### src/rtl/led_matrix_pkg.sv
// Shared definitions for the LED matrix scan path: scan-word field layout,
// matrix geometry, frame type and the capture FSM state encoding.
package led_matrix_pkg;

  localparam int MATRIX_ROWS = 16;
  localparam int ROW_LSB     = 0;
  localparam int RED_LSB     = 4;
  localparam int GRN_LSB     = 20;
  localparam int FIELD_W     = 16;
  localparam int SCAN_W      = 36;

  typedef logic [15:0][15:0] frame16_t;

  typedef enum logic [1:0] {
    ST_IDLE   = 2'd0,
    ST_FILL   = 2'd1,
    ST_COMMIT = 2'd2
  } cap_state_t;

endpackage

### src/rtl/scan_word_filter.sv
// Input register and stability filter for the 36-bit row-scan word.
// A word is accepted once it has been seen unchanged for STABLE_CYCLES
// sampled cycles; accept is a single-cycle strobe alongside the word.
module scan_word_filter
  import led_matrix_pkg::*;
#(
  parameter int STABLE_CYCLES = 4
) (
  input  logic              clk,
  input  logic              reset,
  input  logic              capture_en,
  input  logic [SCAN_W-1:0] scan_in,
  output logic [SCAN_W-1:0] word,
  output logic              accept
);

  localparam logic [7:0] CNT_MAX = 8'(STABLE_CYCLES - 1);
  localparam logic [7:0] CNT_PRE = 8'(STABLE_CYCLES - 2);

  logic [SCAN_W-1:0] in_q;
  logic [SCAN_W-1:0] in_prev;
  logic [7:0]        stab_cnt;
  logic              same;

  assign same   = (in_q == in_prev);
  // Accept on the cycle the counter is about to reach its ceiling, so each
  // stable run yields exactly one strobe.
  assign accept = capture_en && same && (stab_cnt == CNT_PRE);
  assign word   = in_q;

  // Single input register plus a copy of its previous value for change detection.
  always_ff @(posedge clk or negedge reset) begin
    if (!reset) begin
      in_q    <= '0;
      in_prev <= '0;
    end else begin
      in_q    <= scan_in;
      in_prev <= in_q;
    end
  end

  // Stability counter: restarts on any change or while capture is disabled.
  always_ff @(posedge clk or negedge reset) begin
    if (!reset) begin
      stab_cnt <= '0;
    end else if (!capture_en || !same) begin
      stab_cnt <= '0;
    end else if (stab_cnt != CNT_MAX) begin
      stab_cnt <= stab_cnt + 8'd1;
    end
  end

endmodule

### src/rtl/led_scan_capture.sv
// Rebuilds 16x16 red/green frames from the LED driver's row-scan word.
// Optional row-order checking is enabled by defining LED_CAPTURE_SEQ_CHECK_EN;
// without it seq_err is tied low and rows are accepted in any order.
module led_scan_capture
  import led_matrix_pkg::*;
#(
  parameter int STABLE_CYCLES = 4
) (
  input  logic                clk,
  input  logic                reset,
  input  logic                capture_en,
  input  logic [35:0]         scan_in,
  output logic [15:0][15:0]   RedFrame,
  output logic [15:0][15:0]   GrnFrame,
  output logic                frame_valid,
  output logic [7:0]          dropped_frames,
  output logic                seq_err
);

  logic [SCAN_W-1:0]  acc_word;
  logic               accept;
  logic [3:0]         acc_row;
  logic [FIELD_W-1:0] acc_red;
  logic [FIELD_W-1:0] acc_grn;

  frame16_t   shadow_red;
  frame16_t   shadow_grn;
  logic [15:0] row_mask;
  logic [15:0] mask_with_row;
  cap_state_t state;
  cap_state_t next_state;
  logic       row15;
  logic       seq_bad;
  logic       commit_req;
  logic       drop_req;

  scan_word_filter #(
    .STABLE_CYCLES(STABLE_CYCLES)
  ) u_filter (
    .clk       (clk),
    .reset     (reset),
    .capture_en(capture_en),
    .scan_in   (scan_in),
    .word      (acc_word),
    .accept    (accept)
  );

  assign acc_row = acc_word[ROW_LSB +: 4];
  assign acc_red = acc_word[RED_LSB +: FIELD_W];
  assign acc_grn = acc_word[GRN_LSB +: FIELD_W];

`ifdef LED_CAPTURE_SEQ_CHECK_EN
  logic [3:0] last_row;
  logic       have_last;

  // Track the most recent accepted row; history is forgotten while capture is off.
  always_ff @(posedge clk or negedge reset) begin
    if (!reset) begin
      last_row  <= '0;
      have_last <= 1'b0;
    end else if (!capture_en) begin
      have_last <= 1'b0;
    end else if (accept) begin
      last_row  <= acc_row;
      have_last <= 1'b1;
    end
  end

  assign seq_bad = accept && have_last && (acc_row != last_row + 4'd1);

  // Sticky sequence error, cleared only by reset.
  always_ff @(posedge clk or negedge reset) begin
    if (!reset) begin
      seq_err <= 1'b0;
    end else if (seq_bad) begin
      seq_err <= 1'b1;
    end
  end
`else
  assign seq_bad = 1'b0;
  assign seq_err = 1'b0;
`endif

  // Frame-completion decode for the word being accepted this cycle.
  always_comb begin
    mask_with_row = row_mask | (16'd1 << acc_row);
    row15         = accept && (acc_row == 4'd15);
    commit_req    = row15 && !seq_bad && (mask_with_row == 16'hFFFF);
    drop_req      = row15 && !seq_bad && (mask_with_row != 16'hFFFF);
  end

  // Next-state logic: COMMIT lasts one cycle; capture_en low forces IDLE.
  always_comb begin
    next_state = ST_FILL;
    case (state)
      ST_IDLE:   next_state = ST_FILL;
      ST_FILL:   next_state = commit_req ? ST_COMMIT : ST_FILL;
      ST_COMMIT: next_state = ST_FILL;
      default:   next_state = ST_IDLE;
    endcase
    if (!capture_en) next_state = ST_IDLE;
  end

  // State register.
  always_ff @(posedge clk or negedge reset) begin
    if (!reset) state <= ST_IDLE;
    else        state <= next_state;
  end

  // Row mask: set per accepted row, restarted at row 15 or on a sequence break.
  always_ff @(posedge clk or negedge reset) begin
    if (!reset) begin
      row_mask <= '0;
    end else if (!capture_en) begin
      row_mask <= '0;
    end else if (accept) begin
      if (seq_bad)    row_mask <= 16'd1 << acc_row;
      else if (row15) row_mask <= '0;
      else            row_mask <= mask_with_row;
    end
  end

  // Shadow buffers take the column fields of every accepted row.
  always_ff @(posedge clk or negedge reset) begin
    if (!reset) begin
      shadow_red <= '0;
      shadow_grn <= '0;
    end else if (accept) begin
      shadow_red[acc_row] <= acc_red;
      shadow_grn[acc_row] <= acc_grn;
    end
  end

  // Publish the shadow frame on the edge leaving COMMIT, unless capture was dropped.
  always_ff @(posedge clk or negedge reset) begin
    if (!reset) begin
      RedFrame    <= '0;
      GrnFrame    <= '0;
      frame_valid <= 1'b0;
    end else begin
      frame_valid <= (state == ST_COMMIT) && capture_en;
      if ((state == ST_COMMIT) && capture_en) begin
        RedFrame <= shadow_red;
        GrnFrame <= shadow_grn;
      end
    end
  end

  // Saturating count of frames that reached row 15 incomplete.
  always_ff @(posedge clk or negedge reset) begin
    if (!reset) begin
      dropped_frames <= '0;
    end else if (drop_req && (dropped_frames != 8'hFF)) begin
      dropped_frames <= dropped_frames + 8'd1;
    end
  end

endmodule

### config.mk
export PLATFORM = sky130hd
export DESIGN_NAME = led_scan_capture
export DESIGN_NICKNAME = d
export VERILOG_FILES = /design/src/rtl/led_matrix_pkg.sv /design/src/rtl/scan_word_filter.sv /design/src/rtl/led_scan_capture.sv
export SDC_FILE = /design/constraint.sdc
export NUM_CORES = 2
export LEC_CHECK = 0
export CORE_ASPECT_RATIO = 0.9
export CORE_MARGIN = 2
export CORE_UTILIZATION = 40
export CTS_BUF_LIST = sky130_fd_sc_hd__clkbuf_16
export CTS_CLUSTER_SIZE = 40
export DETAILED_ROUTE_END_ITERATION = 7
export SLEW_MARGIN = 20
export SYNTH_ARGS = -nofsm -noshare
export SYNTH_HDL_FRONTEND = slang
export SYNTH_SLANG_ARGS = --single-unit
### constraint.sdc
create_clock -name clk -period 3.6 [get_ports clk]
set_input_delay 0.36 -clock clk [delete_from_list [all_inputs] [get_ports clk]]
set_output_delay 0.36 -clock clk [all_outputs]
set_load 0.1 [all_outputs]
==> reports/results.txt <==
status: complete, no violations
Slew headroom: 24.6%
Worst Setup Path Type: reg2reg
Post-Synth XOR/XNOR Area: 0.991%
DP Worst Slack: 0.373 ns
htree depth: 3
Via density: 4.94
WHS: 0.0938 ns
Hold Path Sink: u_filter.word[9]
post-synthesis mux area share: 13.7%
placed insts: 5,453
Reg2Reg Depth: 8
Setup TNS: 0 ns
PD cells: 473 mW/mm²
final hold vios: 0
max cap viols: 0
hold path startpoint: scan_in[9]
GRT busiest layer: met2
Worst R2R Setup Slack: 0.38 ns
f_max: 311 MHz
Post-DP Area: 0.0501 mm²
adder-cell share of the synthesized area: 0.0885%
Synth Area per Inst: 11.7 µm²
reg2reg start: u_filter.word[11]
cell area after synthesis: 0.0424 mm²
die width: 347 µm
Initial Util: 40.3%
Final min period: 3.22 ns
GR Util All Layers: 23.1%
hold path depth: 1
max-slew violation total from the final report: 0
root buffer cell: clkbuf_16
Placer Congestion: 0.804
sequential-to-total area share from yosys stat: 66.7%
number of synthesized flops with an enable pin: 0
initial antenna violation count: 17
Final ANT Viol Nets: 0
GR Overflow Total: 0
LEAKAGE: 27.8 nW
area grow syn2layout: 27.3%
startpoint type of the worst setup path: flop
routing usage on met1: 33.0%
Post-Synthesis Cells: 3,611
Worst Skew: 0.0275 ns
number of global-route vias before repair: 28.3k
post-route cell area: 0.0540 mm²
fraction of layout cells with a size suffix above 1: 17.8%
WP data arrival: 3.78 ns
Core Region: 0.105 mm²
CTS sink cnt: 1,131
final period utilization: 89.4%
IO buf count: 559
fin cells: 5,682
I/O Pins: 561
fin util: 51.3%
final setup fails: 0
die area: 0.109 mm²
Syn Nets: 3,653
overall power: 25.5 mW
HP Class: in2reg
Remaining DRCs: 0
TritonRoute pass-1 iters: 5
Cell Rows: 113
final worst slack: 0.380 ns
WL final: 126,000 µm
grt met3 use: 4.84%
main combinational cell family by area after synthesis: simple AND/OR/NAND/NOR gates
via count: 28.0k
Iter 0 DRT Violations: 2,046
clk slew on worst S/H paths: 0.06 ns
maximum vdd ir drop: 0.418 mV
predominant post-synthesis flop cell: dfrtp_1
Filler cells: 9,341
dpl hpwl: 80,800 µm
Critical Path Sink Type: flop
Clock Path Buffers: 3
CTS Buf Count: 116
asr flop ratio synth: 100%
Worst-Margin Slew: 1.13 ns
Worst Path Required: 4.16 ns
drt wl/cell: 22.2 µm
Worst Path Max Fanout: 32
Synth cell types: 50
count of warnings emitted by yosys: 0
CTS tree: built
met2 track demand over resource: 35.8%
Post-Synth Simple-Gate Area: 15.8%
first-pass GRT wire length: 187,000 µm
clk_lat worst skew: 0.71 ns
largest net degree at the start of global routing: 218
Nets: 4,235
RSZ-0062 raised after global routing: no
Synth Area in Compound Gates: 0.531%
RR Endpoint: shadow_red[17]
DIE HEIGHT: 313 µm
synthesis-stage register bit count: 1,131
[state kept, by name (all words and copies together) (netlist names)]
signal	count
GrnFrame	256
RedFrame	256
dropped_frames	8
frame_valid	1
row_mask	16
shadow_grn	256
shadow_red	256
state	2
u_filter.in_prev	36
u_filter.stab_cnt	8
u_filter.word	36
[power breakdown]
group / switching (mW) / internal [mW] / total (mW)
clock network: 5.14 / 6.91 / 12.1
registers: 0.0322 / 12.8 / 12.8
logic: 0.552 / 0.152 / 0.704
[kinds of logic after synthesis]
group                    Yosys count
multiplexers                     515
adder cells (fa/ha/maj)            3
XOR/XNOR                          48
other                              1
AO/OA/AOI/OAI                     32
flip-flops                      1131
buffers and inverters            219
AND/OR/NAND/NOR                 1662
[how the worst max path moves through the flow]
stage	startpoint	slack, ns	cells after the start	endpoint
finish	u_filter.word[11]	0.38	8	shadow_red[17]
global route	u_filter.word[11]	0.24	7	shadow_grn[0]
CTS	u_filter.word[11]	0.37	8	shadow_red[17]
detailed placement	u_filter.word[11]	0.37	7	shadow_red[5]
global placement	u_filter.word[11]	0.41	7	shadow_red[6]
floorplan	u_filter.word[35]	0.67	9	shadow_grn[145]
[worst max-delay path: stages, from the launching register on]
cell and delay, ns:
dfrtp_1 0.40, xor2_1 0.16, or4_1 0.58, nor4_4 0.39
nand3_4 0.34, buf_4 0.31, nor4_4 0.22, buf_12 0.27
mux2_2 0.37
[layer usage]
| metal | up-vias | wire length [µm] |
|---|---|---|
| met2 | 734 | 57700 |
| met3 | 181 | 7550 |
| met4 | 2 | 3220 |
| met5 | - | 9 |
| li1 | 12752 | - |
| met1 | 14373 | 57400 |
[synth_stat cells, drive strengths merged (4+ instances only)]
cell type | number | area share, %
a22oi | 4 | 0.071
and3 | 5 | 0.074
buf | 53 | 0.70
clkbuf | 159 | 1.4
dfrtp | 1131 | 67
inv | 7 | 0.062
mux2 | 514 | 14
nand2 | 1550 | 14
nand2b | 6 | 0.088
nand3 | 15 | 0.21
nand4 | 18 | 0.27
nor2 | 14 | 0.12
nor2b | 6 | 0.088
nor3 | 11 | 0.34
nor4 | 12 | 0.40
o21a | 14 | 0.25
o21ai | 5 | 0.059
xnor2 | 39 | 0.81
xor2 | 9 | 0.19
[placed cells by master, fill, tap and decap left out, drive strengths merged, types with 11 or more instances in the layout]
cell type,n
nor4,12
clkdlybuf4s50,555
inv,31
buf,120
nand4,18
xnor2,39
clkinv,54
clkbuf,119
nor3,11
mux2,514
nand2,1550
o21a,14
nand3,15
bufinv,13
dfrtp,1131
nor2,14
[repair_timing]
item                                   in CTS  in global routing
gates resized for setup                     0                  0
buffers inserted                            0                  0
endpoints found under the hold margin      56                  0
hold buffers                                1                  0
[area by class of cell]
cell class / count / area, µm² / area share [%]
Multi-Input combinational cell: 2261 / 13200 / 24.5
Inverter: 7 / 33.8 / 0.0626
Tap cell: 1380 / 1730 / 3.20
Timing Repair Buffer: 676 / 6890 / 12.8
Sequential cell: 1131 / 28300 / 52.4
Clock buffer: 119 / 2980 / 5.51
Clock inverter: 99 / 831 / 1.54
Antenna cell: 9 / 22.5 / 0.0417
Power figures use the tool's default switching activity.
